[config.mk]
export PLATFORM = sky130hd
export DESIGN_NAME = mem_access_unit
export DESIGN_NICKNAME = d
export VERILOG_FILES = /design/src/rtl/cpu_pkg.sv /design/src/rtl/mem_slot_counter.sv /design/src/rtl/mem_access_unit.sv
export SDC_FILE = /design/constraint.sdc
export NUM_CORES = 1
export LEC_CHECK = 0
export BUFFER_PORTS_ARGS = -buffer_cell sky130_fd_sc_hd__buf_2
export CAP_MARGIN = 20
export CORE_ASPECT_RATIO = 0.5
export CORE_MARGIN = 3
export CORE_UTILIZATION = 53
export DETAILED_ROUTE_END_ITERATION = 10
export PLACE_DENSITY_LB_ADDON = 0.1
export SYNTH_ARGS = -nofsm -noshare
export SYNTH_HDL_FRONTEND = slang
export SYNTH_HIERARCHICAL = 1
export SYNTH_SLANG_ARGS = --single-unit
[constraint.sdc]
create_clock -name clk -period 3.33 [get_ports clk]
set_input_delay 0.333 -clock clk [delete_from_list [all_inputs] [get_ports clk]]
set_output_delay 0.333 -clock clk [all_outputs]
set_load 0.01 [all_outputs]
[src/rtl/cpu_pkg.sv]
// Shared CPU definitions: memory sequencer state encoding and the default
// memory-bus timing used when the CPU instantiates mem_access_unit.
package cpu_pkg;

    typedef enum logic [1:0] {
        IDLE = 2'd0,
        SLOT = 2'd1,
        DONE = 2'd2,
        ERR  = 2'd3
    } mem_access_state_t;

    localparam int MEM_WAIT_CYCLES = 4;
    localparam int MEM_MAX_BYTES   = 2;

endpackage

[src/rtl/mem_slot_counter.sv]
// Nested wait/byte counters for mem_access_unit: w walks 0..WAIT_CYCLES-1
// inside each byte slot, k walks the byte slots of one access.
module mem_slot_counter #(
    parameter int WAIT_CYCLES = 4,
    parameter int MAX_BYTES   = 2,
    parameter int LEN_W       = $clog2(MAX_BYTES) + 1,
    parameter int K_W         = (MAX_BYTES > 1) ? $clog2(MAX_BYTES) : 1
) (
    input  logic             clk,
    input  logic             reset,
    input  logic             start,
    input  logic             run,
    input  logic [LEN_W-1:0] len,
    output logic [K_W-1:0]   slot_idx,
    output logic             slot_start,
    output logic             slot_end,
    output logic             last_slot
);

    localparam int             W_W    = $clog2(WAIT_CYCLES);
    localparam logic [W_W-1:0] W_LAST = W_W'(WAIT_CYCLES - 1);

    logic [W_W-1:0] w_r;
    logic [K_W-1:0] k_r;

    assign slot_idx   = k_r;
    assign slot_start = run && (w_r == {W_W{1'b0}});
    assign slot_end   = run && (w_r == W_LAST);
    assign last_slot  = ((LEN_W'(k_r) + LEN_W'(1)) == len);

    // w advances every running cycle; k advances only at a non-final slot end.
    always_ff @(posedge clk) begin
        if (reset) begin
            w_r <= {W_W{1'b0}};
            k_r <= {K_W{1'b0}};
        end else if (start) begin
            w_r <= {W_W{1'b0}};
            k_r <= {K_W{1'b0}};
        end else if (slot_end) begin
            w_r <= {W_W{1'b0}};
            if (!last_slot) begin
                k_r <= k_r + K_W'(1);
            end else begin
                k_r <= k_r;
            end
        end else if (run) begin
            w_r <= w_r + W_W'(1);
        end else begin
            w_r <= w_r;
            k_r <= k_r;
        end
    end

endmodule

[src/rtl/mem_access_unit.sv]
// Multi-byte little-endian read/write sequencer for the 8-bit memory bus.
// Optional feature macro MEM_ACCESS_SEXT_EN enables read sign extension (req_sext).
module mem_access_unit
    import cpu_pkg::*;
#(
    parameter int ADDR_WIDTH  = 16,
    parameter int MAX_BYTES   = MEM_MAX_BYTES,
    parameter int WAIT_CYCLES = MEM_WAIT_CYCLES,
    parameter int LEN_W       = $clog2(MAX_BYTES) + 1
) (
    input  logic                   clk,
    input  logic                   reset,
    input  logic                   req_valid,
    output logic                   req_ready,
    input  logic                   req_write,
    input  logic [ADDR_WIDTH-1:0]  req_addr,
    input  logic [LEN_W-1:0]       req_len,
    input  logic [8*MAX_BYTES-1:0] req_wdata,
    input  logic                   req_sext,
    output logic                   rsp_valid,
    output logic [8*MAX_BYTES-1:0] rsp_rdata,
    output logic                   rsp_err,
    output logic [ADDR_WIDTH-1:0]  mem_addr,
    output logic [7:0]             mem_data_write,
    input  logic [7:0]             mem_data_read,
    output logic                   mem_do_write
);

    localparam int DW  = 8 * MAX_BYTES;
    localparam int K_W = (MAX_BYTES > 1) ? $clog2(MAX_BYTES) : 1;

    mem_access_state_t state_r;
    logic              write_r;
    logic [LEN_W-1:0]  len_r;
    logic [DW-1:0]     wdata_r;
    logic [DW-1:0]     rdata_r;

    logic              accept_s;
    logic              legal_s;
    logic              capture_s;
    logic [DW-1:0]     wdata_shift_s;
    logic [DW-1:0]     rdata_next_s;
    logic [DW-1:0]     rsp_next_s;
    logic [7:0]        fill_s;
    logic [K_W-1:0]    slot_idx_s;
    logic              slot_start_s;
    logic              slot_end_s;
    logic              last_slot_s;

`ifdef MEM_ACCESS_SEXT_EN
    logic              sext_r;
`else
    logic              unused_sext_s;
    assign unused_sext_s = req_sext;
`endif

    assign accept_s      = req_valid && req_ready && (state_r == IDLE);
    assign legal_s       = (req_len != {LEN_W{1'b0}}) && (req_len <= LEN_W'(MAX_BYTES));
    assign capture_s     = (state_r == SLOT) && slot_end_s && !write_r;
    assign wdata_shift_s = wdata_r >> 4'd8;

    mem_slot_counter #(
        .WAIT_CYCLES (WAIT_CYCLES),
        .MAX_BYTES   (MAX_BYTES),
        .LEN_W       (LEN_W),
        .K_W         (K_W)
    ) u_slot_counter (
        .clk        (clk),
        .reset      (reset),
        .start      (accept_s),
        .run        (state_r == SLOT),
        .len        (len_r),
        .slot_idx   (slot_idx_s),
        .slot_start (slot_start_s),
        .slot_end   (slot_end_s),
        .last_slot  (last_slot_s)
    );

    // Merge the byte arriving this cycle so the final byte reaches the response in the same edge.
    always_comb begin
        rdata_next_s = rdata_r;
        rsp_next_s   = {DW{1'b0}};
        fill_s       = 8'h00;
        if (capture_s) begin
            rdata_next_s[{slot_idx_s, 3'b000} +: 8] = mem_data_read;
        end else begin
            rdata_next_s = rdata_r;
        end
`ifdef MEM_ACCESS_SEXT_EN
        for (int i = 0; i < MAX_BYTES; i++) begin
            if (sext_r && (LEN_W'(i + 1) == len_r)) begin
                fill_s = {8{rdata_next_s[8*i+7]}};
            end else begin
                fill_s = fill_s;
            end
        end
`endif
        for (int i = 0; i < MAX_BYTES; i++) begin
            if (LEN_W'(i) < len_r) begin
                rsp_next_s[8*i +: 8] = rdata_next_s[8*i +: 8];
            end else begin
                rsp_next_s[8*i +: 8] = fill_s;
            end
        end
    end

    // Sequencer FSM; all bus and response outputs are registered here.
    always_ff @(posedge clk) begin
        if (reset) begin
            state_r        <= IDLE;
            req_ready      <= 1'b1;
            rsp_valid      <= 1'b0;
            rsp_err        <= 1'b0;
            rsp_rdata      <= {DW{1'b0}};
            mem_addr       <= {ADDR_WIDTH{1'b0}};
            mem_data_write <= 8'h00;
            mem_do_write   <= 1'b0;
            write_r        <= 1'b0;
            len_r          <= {LEN_W{1'b0}};
            wdata_r        <= {DW{1'b0}};
            rdata_r        <= {DW{1'b0}};
`ifdef MEM_ACCESS_SEXT_EN
            sext_r         <= 1'b0;
`endif
        end else begin
            case (state_r)
                IDLE: begin
                    rsp_valid    <= 1'b0;
                    rsp_err      <= 1'b0;
                    mem_do_write <= 1'b0;
                    if (accept_s) begin
                        req_ready <= 1'b0;
                        write_r   <= req_write;
                        len_r     <= req_len;
                        wdata_r   <= req_wdata;
                        rdata_r   <= {DW{1'b0}};
`ifdef MEM_ACCESS_SEXT_EN
                        sext_r    <= req_sext;
`endif
                        if (legal_s) begin
                            state_r      <= SLOT;
                            mem_addr     <= req_addr;
                            mem_do_write <= req_write;
                            if (req_write) begin
                                mem_data_write <= req_wdata[7:0];
                            end
                        end else begin
                            // Illegal length: answer immediately, leave the bus untouched.
                            state_r   <= ERR;
                            rsp_valid <= 1'b1;
                            rsp_err   <= 1'b1;
                            rsp_rdata <= {DW{1'b0}};
                        end
                    end else begin
                        state_r   <= IDLE;
                        req_ready <= 1'b1;
                    end
                end
                SLOT: begin
                    if (slot_end_s) begin
                        rdata_r <= rdata_next_s;
                        if (last_slot_s) begin
                            state_r      <= DONE;
                            rsp_valid    <= 1'b1;
                            rsp_err      <= 1'b0;
                            mem_do_write <= 1'b0;
                            rsp_rdata    <= write_r ? {DW{1'b0}} : rsp_next_s;
                        end else begin
                            mem_addr     <= mem_addr + ADDR_WIDTH'(1);
                            mem_do_write <= write_r;
                            if (write_r) begin
                                mem_data_write <= wdata_shift_s[7:0];
                                wdata_r        <= wdata_shift_s;
                            end
                        end
                    end else if (slot_start_s) begin
                        mem_do_write <= 1'b0;
                    end
                end
                DONE, ERR: begin
                    state_r   <= IDLE;
                    req_ready <= 1'b1;
                    rsp_valid <= 1'b0;
                    rsp_err   <= 1'b0;
                end
                default: begin
                    state_r      <= IDLE;
                    req_ready    <= 1'b1;
                    rsp_valid    <= 1'b0;
                    rsp_err      <= 1'b0;
                    mem_do_write <= 1'b0;
                end
            endcase
        end
    end

endmodule

==> results by group, run 1 <==
Critical path
  – Maximum net fanout on the critical path: 16
  – Critical path arrival: ~2.9 ns
  – Critical path endpoint category: flip-flop
  – Critical path buffer and inverter count: 3
  – CP Cell Sequence: nand2b_4, inv_1, buf_4, nand2_2, clkinv_2, nor4bb_1, a21oi_1, nor2_1, a32o_1
  – Kind of start point of the critical path: flip-flop
  – Required time reported for the critical path endpoint: ~3.5 ns
  – Family with the most delay on the worst path: compound AO/OA/AOI/OAI gates
  – Critical-path cell with the highest stage delay: sky130_fd_sc_hd__a21oi_1
  – Slowest cell delay on critical path: 0.71 ns
  – Critical path class: flip-flop to flip-flop

Timing
  – Max-slew headroom at the worst pin: 27.9%
  – Maximum clock frequency: approximately 380 MHz
  – Final-layout setup total negative slack: 0 ns
  – Period Utilization, post-route: around four fifths
  – Post-layout minimum cycle time: roughly 2.6 ns
  – Number of max-slew violations in the final report: 0
  – Number of hold violations in the final report: 0
  – Slew of the pin with the lowest slew margin: 1.07 ns
  – Number of setup violations in the final report: 0
  – RSZ-0062 raised after global routing: false
  – Final Hold Slack: around 0.25 ns
  – Worst Skew: roughly 0.0065 ns
  – Worst setup margin: just under 0.7 ns

Pwr
  – Power Dens Cells: roughly 520 mW/mm2
  – Leakage power: between 1.5 and 2 nW
  – VDD IR max: 0.464 mV

Floorplanning
  – Die extent in x: ~120 um
  – Ports placed on the boundary: 91
  – Starting density of the core: between 50% and 60%
  – Y dimension of the die: ~63 um
  – Number of core rows: 20
  – Core Footprint: about 0.0062 mm2
  – Overall die area: about 0.0076 mm2

Placement
  – Placed instance area: just under 0.004 mm2
  – Pre-CTS setup slack: around 0.73 ns
  – Post-detail-place hpwl: just over 6000 um
  – GP Congestion: 0.848
  – Number of port buffers: 89

Logic synthesis
  – Count of different cell masters after synthesis: between 50 and 60
  – Prevailing post-synth register cell: sky130_fd_sc_hd__dfxtp_1
  – Syn Std Cell Area: between 0.003 and 0.004 mm2
  – Synthesized net count: about 440
  – Synth Register Bits: 75
  – Post-synthesis sequential area ratio: 43.1%
  – Count of flip-flops with a built-in enable after synthesis: 0
  – Syn_area_per_cell: 9.00 um2
  – Synth warnings: 6
  – Proportion of synthesized flip-flops having asynchronous set or reset: 0%
  – Cell count after synthesis: a little under 400

Clocking
  – Post_cts resized: 0
  – Number of buffers created by CTS: 9
  – CTS Root Buffer Type: sky130_fd_sc_hd__clkbuf_16
  – H-tree levels: 3
  – Sink count of the clock tree: 75
  – Clock transition at the registers of the reported paths: 0.06 ns
  – Total setup buffers inserted after CTS: 0
  – Worst skew pair latency: ~0.33 ns
  – Clock buffer depth: 2
  – Hold buffers post-CTS: 0
  – TritonCTS clock tree: built

Layout
  – Layout area overhead: 22.8%
  – Fraction of final layout cells sized beyond drive strength 1: 26.1%
  – Final cell area excluding filler cells: roughly 0.0043 mm2
  – Count of fill cells added during filler insertion: between 500 and 600
  – Number of inserted diodes: 0
  – Net count, final: 520

Global route
  – Total global-route track usage: 23.6%
  – Largest net degree at the start of global routing: 48
  – First-pass GRT wire length: roughly 15000 um
  – Initial antenna violation count: 0
  – Vias in the first global route: around 3200
  – Total gr overflow: 0

Drt
  – Post-route antenna net violation count: 0
  – Via density: between 5 and 6
  – DR WL/cell: between 15 and 20 um
  – Number of detailed-routing iterations run before antenna repair: 5
  – Initial DRC count: roughly 290
  – Total routed wirelength: 8780 um
  – Count of unresolved DRC violations after routing: 0
  – Vias after detailed routing: around 3300

Run status
  – Result of the run: finished, final reports clean

Worst hold path
  – Hold WC Path Type: input port to flip-flop

Run
  – Max-cap violation count: 0
==> cell usage in the layout (no fill, tap or decap), types with 9 or more instances in the layout <==
master / instances
sky130_fd_sc_hd__nor2_1: 37
sky130_fd_sc_hd__a22oi_1: 25
sky130_fd_sc_hd__a311oi_1: 10
sky130_fd_sc_hd__dfxtp_1: 75
sky130_fd_sc_hd__clkbuf_16: 9
sky130_fd_sc_hd__inv_1: 9
sky130_fd_sc_hd__a21oi_1: 25
sky130_fd_sc_hd__buf_2: 89
sky130_fd_sc_hd__nand2_1: 26
sky130_fd_sc_hd__o2bb2ai_1: 16
sky130_fd_sc_hd__mux2i_1: 24
sky130_fd_sc_hd__o21ai_0: 17
==> cell families (layout without fill, tap and decap cells) <==
family	count (synthesis)	after routing	share of synthesized area, %
fa+ha+maj	3	3	1.08
simple gates	123	123	19.0
flops	75	75	43.1
buf+inv	34	122	4.20
compound gates	126	126	25.3
xor+xnor	2	2	0.503
mux	24	24	6.89
==> worst paths after layout <==
path,start,endpoint,slack (ns),cells after the start
max,rsp_valid$_SDFFE_PP0P_,mem_addr[14]$_SDFFE_PP0P_,0.68,9
min,req_wdata[11],wdata_r[11]$_SDFFE_PP0P_,0.25,3
max reg2reg,rsp_valid$_SDFFE_PP0P_,mem_addr[14]$_SDFFE_PP0P_,0.68,9
min reg2reg,rsp_rdata[15]$_SDFFE_PP0P_,rsp_rdata[15]$_SDFFE_PP0P_,0.46,1
==> through the flow <==
| step | utilization [%] | instances | power (mW) |
|---|---|---|---|
| floorplan | - | 387 | 1.19 |
| global placement | 64.1 | 546 | 1.28 |
| detailed placement | 64.1 | 546 | 1.30 |
| CTS | 68.8 | 562 | 2.24 |
| global route | 69.0 | 563 | 2.32 |
| finish | 69.0 | 563 | 2.23 |
==> layout make-up <==
type                            instances  area, um2  share of cell area [%]
Clock buffer                           10        229                    5.35
Clock inverter                          6       65.1                    1.52
Inverter                               10       38.8                   0.906
Multi-Input combinational cell        278       1840                    42.9
Sequential cell                        75       1500                    35.1
Tap cell                               88        110                    2.57
Timing Repair Buffer                   96        498                    11.6
==> power breakdown <==
part	total (mW)	switching (mW)	internal [mW]	leakage, nW
Clock	0.944	0.364	0.581	0.143
Combinational	0.301	0.182	0.118	0.936
Sequential	0.980	0.0441	0.936	0.609
Total	2.23	0.590	1.64	1.69
==> sequential cells by signal, indices dropped and copies added, names as in the netlist <==
name	count
wdata_r	8
mem_data_write	8
rsp_err	1
u_slot_counter/slot_idx	1
req_ready	1
mem_do_write	1
rsp_valid	1
u_slot_counter/w_r	2
state_r	1
len_r	2
rdata_r	16
mem_addr	16
rsp_rdata	16
write_r	1
==> worst reg2reg max path, stage by stage, from the launching register on <==
cell                       delay, ns
sky130_fd_sc_hd__dfxtp_1        0.51
sky130_fd_sc_hd__nand2b_4       0.20
sky130_fd_sc_hd__inv_1          0.04
sky130_fd_sc_hd__buf_4          0.18
sky130_fd_sc_hd__nand2_2        0.10
sky130_fd_sc_hd__clkinv_2       0.12
sky130_fd_sc_hd__nor4bb_1       0.18
sky130_fd_sc_hd__a21oi_1        0.71
sky130_fd_sc_hd__nor2_1         0.21
sky130_fd_sc_hd__a32o_1         0.28
==> synth_stat cells (all sizes together) (8+ instances only) <==
library cell  count  area share, %
a22oi            25            5.4
nand2            27            3.0
o21ai            21            3.0
a311oi           10            2.5
mux2i            24            6.9
nor3              8            1.4
o2bb2ai          16            4.0
nor2             37            4.0
and2              8            1.5
inv               9           0.97
clkbuf           10            1.1
buf              14            2.0
dfxtp            75             43
a21oi            26            3.8
==> routing by layer <==
metal / part of all wire, % / vias up / track usage (%) / wire length (um)
li1: - / 1624 / - / -
met1: 44 / 1574 / 27.2 / 3830
met2: 48 / 121 / 41.3 / 4260
met3: 7.2 / 9 / 8.07 / 632
met4: 0.65 / 0 / 8.05 / 57
met5: 0 / - / 0 / 0
Note: power is estimated with default switching activity, not from simulation.
==> run 2: changes to the inputs <==
==> constraint.sdc (replaced) <==
create_clock -name clk -period 2.45 [get_ports clk]
set_input_delay 0.245 -clock clk [delete_from_list [all_inputs] [get_ports clk]]
set_output_delay 0.245 -clock clk [all_outputs]
set_load 0.01 [all_outputs]
==> results by group, run 2 (same netlist as run 1, synthesis figures left out) <==
Floorplanning
  – Starting density of the core: 56.1% (unchanged)
  – Die extent in x: 121 um (unchanged)
  – Y dimension of the die: 63.3 um (unchanged)
  – Number of core rows: 20 (unchanged)
  – Ports placed on the boundary: 91 (unchanged)
  – Overall die area: 0.00764 mm2 (unchanged)
  – Core Footprint: 0.00621 mm2 (unchanged)

Clocking
  – Worst skew pair latency: 0.33 ns (about the same)
  – Total setup buffers inserted after CTS: 0 (unchanged)
  – H-tree levels: 3 (unchanged)
  – Hold buffers post-CTS: 0 (unchanged)
  – Post_cts resized: 0 (unchanged)
  – Clock buffer depth: 2 (unchanged)
  – Sink count of the clock tree: 75 (unchanged)
  – CTS Root Buffer Type: sky130_fd_sc_hd__clkbuf_16 (unchanged)
  – TritonCTS clock tree: built (unchanged)
  – Number of buffers created by CTS: 9 (unchanged)
  – Clock transition at the registers of the reported paths: 0.06 ns (about the same)

Global route
  – Total gr overflow: 0 (unchanged)
  – Largest net degree at the start of global routing: 40 (was 48)
  – Vias in the first global route: 3190 (was 3229)
  – First-pass GRT wire length: 15100 um (was 14700 um)
  – Total global-route track usage: 24.6% (was 23.6%)
  – Initial antenna violation count: 0 (unchanged)

Timing
  – Maximum clock frequency: 444 MHz (was 378 MHz)
  – Max-slew headroom at the worst pin: 31.2% (was 27.9%)
  – Slew of the pin with the lowest slew margin: 1.03 ns (was 1.07 ns)
  – Final-layout setup total negative slack: 0 ns (unchanged)
  – Worst Skew: 0.00508 ns (was 0.00647 ns)
  – Period Utilization, post-route: 92.0% (was 79.4%)
  – Number of max-slew violations in the final report: 0 (unchanged)
  – Number of hold violations in the final report: 0 (unchanged)
  – RSZ-0062 raised after global routing: false (unchanged)
  – Number of setup violations in the final report: 0 (unchanged)
  – Post-layout minimum cycle time: 2.25 ns (was 2.65 ns)

Critical path
  – Number of cells on the worst reg-to-reg path: 6 (was 9)
  – Critical path class: flip-flop to flip-flop (unchanged)
  – Crit Reg-Reg Startpoint: len_r[1]$_SDFFE_PP0P_ (was rsp_valid$_SDFFE_PP0P_)
  – R2r endpoint: mem_data_write[2]$_SDFFE_PP0P_ (was mem_addr[14]$_SDFFE_PP0P_)
  – Critical-path cell with the highest stage delay: sky130_fd_sc_hd__o21ai_0 (was sky130_fd_sc_hd__a21oi_1)
  – Required time reported for the critical path endpoint: 2.61 ns (was 3.54 ns)
  – Slowest cell delay on critical path: 0.58 ns (was 0.71 ns)
  – Critical path buffer and inverter count: 0 (was 3)
  – Flop-to-flop setup slack: 0.20 ns (was 0.68 ns)
  – CP Cell Sequence: nand2b_1, o21ai_0, nand4bb_1, nand2_1, a21oi_1, a311oi_1 (was nand2b_4, inv_1, buf_4, nand2_2, clkinv_2, nor4bb_1, a21oi_1, nor2_1, a32o_1)
  – Family with the most delay on the worst path: compound AO/OA/AOI/OAI gates (unchanged)
  – Critical path arrival: 2.41 ns (was 2.86 ns)
  – Kind of start point of the critical path: flip-flop (unchanged)
  – Maximum net fanout on the critical path: 16 (unchanged)
  – Critical path endpoint category: flip-flop (unchanged)

Placement
  – Post-detail-place hpwl: 6390 um (was 6180 um)
  – GP Congestion: 0.881 (was 0.848)
  – Placed instance area: 0.00402 mm2 (was 0.00398 mm2)
  – Number of port buffers: 89 (unchanged)

Drt
  – DR WL/cell: 15.8 um (was 15.6 um)
  – Post-route antenna net violation count: 0 (unchanged)
  – Vias after detailed routing: 3368 (was 3328)
  – Initial DRC count: 292 (was 294)
  – Number of detailed-routing iterations run before antenna repair: 5 (unchanged)
  – Via density: 5.94 (was 5.91)
  – Total routed wirelength: 8940 um (was 8780 um)
  – Count of unresolved DRC violations after routing: 0 (unchanged)

Pwr
  – Leakage power: 1.70 nW (was 1.69 nW)
  – Clock network fraction of design power: 40.9% (was 42.4%)
  – VDD IR max: 0.491 mV (was 0.464 mV)
  – Switching part of the total power: 27.3% (was 26.5%)
  – Net load switching power: 0.811 mW (was 0.590 mW)
  – Power Dens Cells: 690 mW/mm2 (was 520 mW/mm2)
  – Share of total power in sequential cells: 44.7% (was 44.1%)
  – Cell Int Power: 2.15 mW (was 1.64 mW)
  – Share of power burned in combinational logic: 14.4% (was 13.5%)

Worst hold path
  – Hold Crit Start: req_wdata[11] (unchanged)
  – Worst Hold Path Cells: 3 (unchanged)
  – Hold WC Path Type: input port to flip-flop (unchanged)
  – Worst hold endpoint: wdata_r[11]$_SDFFE_PP0P_ (unchanged)

Layout
  – Registers with the most flip-flops: mem_addr x16, rdata_r x16, rsp_rdata x16 (unchanged)
  – Net count, final: 525 (was 520)
  – Fraction of final layout cells sized beyond drive strength 1: 26.9% (was 26.1%)
  – Final cell area excluding filler cells: 0.00430 mm2 (was 0.00428 mm2)
  – Most common library cell in the layout ignoring fill and taps: sky130_fd_sc_hd__buf_2 (unchanged)
  – Top library cells by usage in the layout, fill and taps aside: sky130_fd_sc_hd__buf_2 (89), sky130_fd_sc_hd__dfxtp_1 (75), sky130_fd_sc_hd__nor2_1 (37) (unchanged)
  – Layout area overhead: 23.4% (was 22.8%)
  – Number of inserted diodes: 0 (unchanged)

Run status
  – Result of the run: finished, final reports clean (unchanged)

Run
  – Max-cap violation count: 0 (unchanged)
## run 2: cell count changes in the layout (fill, tap and decap cells not counted), sizes merged
cell      delta
clkinv       -2
bufinv       -1
buf          +5
inv          +1
clkinvlp     +1
## run 2: how the worst max path moves through the flow
stage / slack (ns) / cells past startpoint / endpoint / start
after CTS: 0.27 / 6 / mem_data_write[2]$_SDFFE_PP0P_ / len_r[1]$_SDFFE_PP0P_
after global placement: 0.41 / 7 / mem_addr[8]$_SDFFE_PP0P_ / len_r[1]$_SDFFE_PP0P_
after detailed placement: 0.27 / 6 / mem_data_write[2]$_SDFFE_PP0P_ / len_r[1]$_SDFFE_PP0P_
final: 0.20 / 6 / mem_data_write[2]$_SDFFE_PP0P_ / len_r[1]$_SDFFE_PP0P_
after floorplan: -0.08 / 13 / rsp_rdata[6]$_SDFFE_PP0P_ / rsp_valid$_SDFFE_PP0P_
after global routing: 0.04 / 6 / mem_data_write[2]$_SDFFE_PP0P_ / len_r[1]$_SDFFE_PP0P_
## run 2: cell type report
| cell class | instances | area (um2) |
|---|---|---|
| fillers | 529 | 1910 |
| multi-input cells | 278 | 1840 |
| flip-flops and latches | 75 | 1500 |
| repair buffers | 101 | 536 |
| clock buffers | 10 | 239 |
| well taps | 88 | 110 |
| inverters | 10 | 38.8 |
| clock inverters | 5 | 37.5 |
## run 2: routing by layer
layer	up-vias	share of wire [%]	track usage, %
met1	1590	44	30.1
met5	-	0	0
met4	0	0.87	5.37
met2	137	47	41.2
met3	10	8.1	9.60
li1	1631	-	-
## run 2: power by group through the flow
stage	registers (mW)	clock network (mW)	logic, mW
6_report	1.33	1.21	0.427
5_1_grt	1.33	1.31	0.477
4_1_cts	1.32	1.24	0.425
3_5_place_dp	1.35	0	0.422
3_3_place_gp	1.35	0	0.407
2_1_floorplan	1.35	0	0.260
## run 2: worst min-delay path: stages
cell and delay (ns):
sky130_fd_sc_hd__buf_2 0.08, sky130_fd_sc_hd__a22oi_1 0.07, sky130_fd_sc_hd__nor2_1 0.08
## run 2: stage by stage
stage / power, mW / hold slack, ns / cells / util, % / worst slack (ns)
finish: 2.96 / 0.166 / 567 / 69.3 / 0.196
detailed placement: 1.77 / 0.443 / 552 / 64.8 / 0.273
global placement: 1.75 / 0.443 / 552 / 64.8 / 0.408
floorplan: 1.61 / 0.310 / 387 / - / -0.0834
CTS: 2.99 / 0.154 / 567 / 69.3 / 0.274
global route: 3.11 / 0.166 / 567 / 69.3 / 0.0359
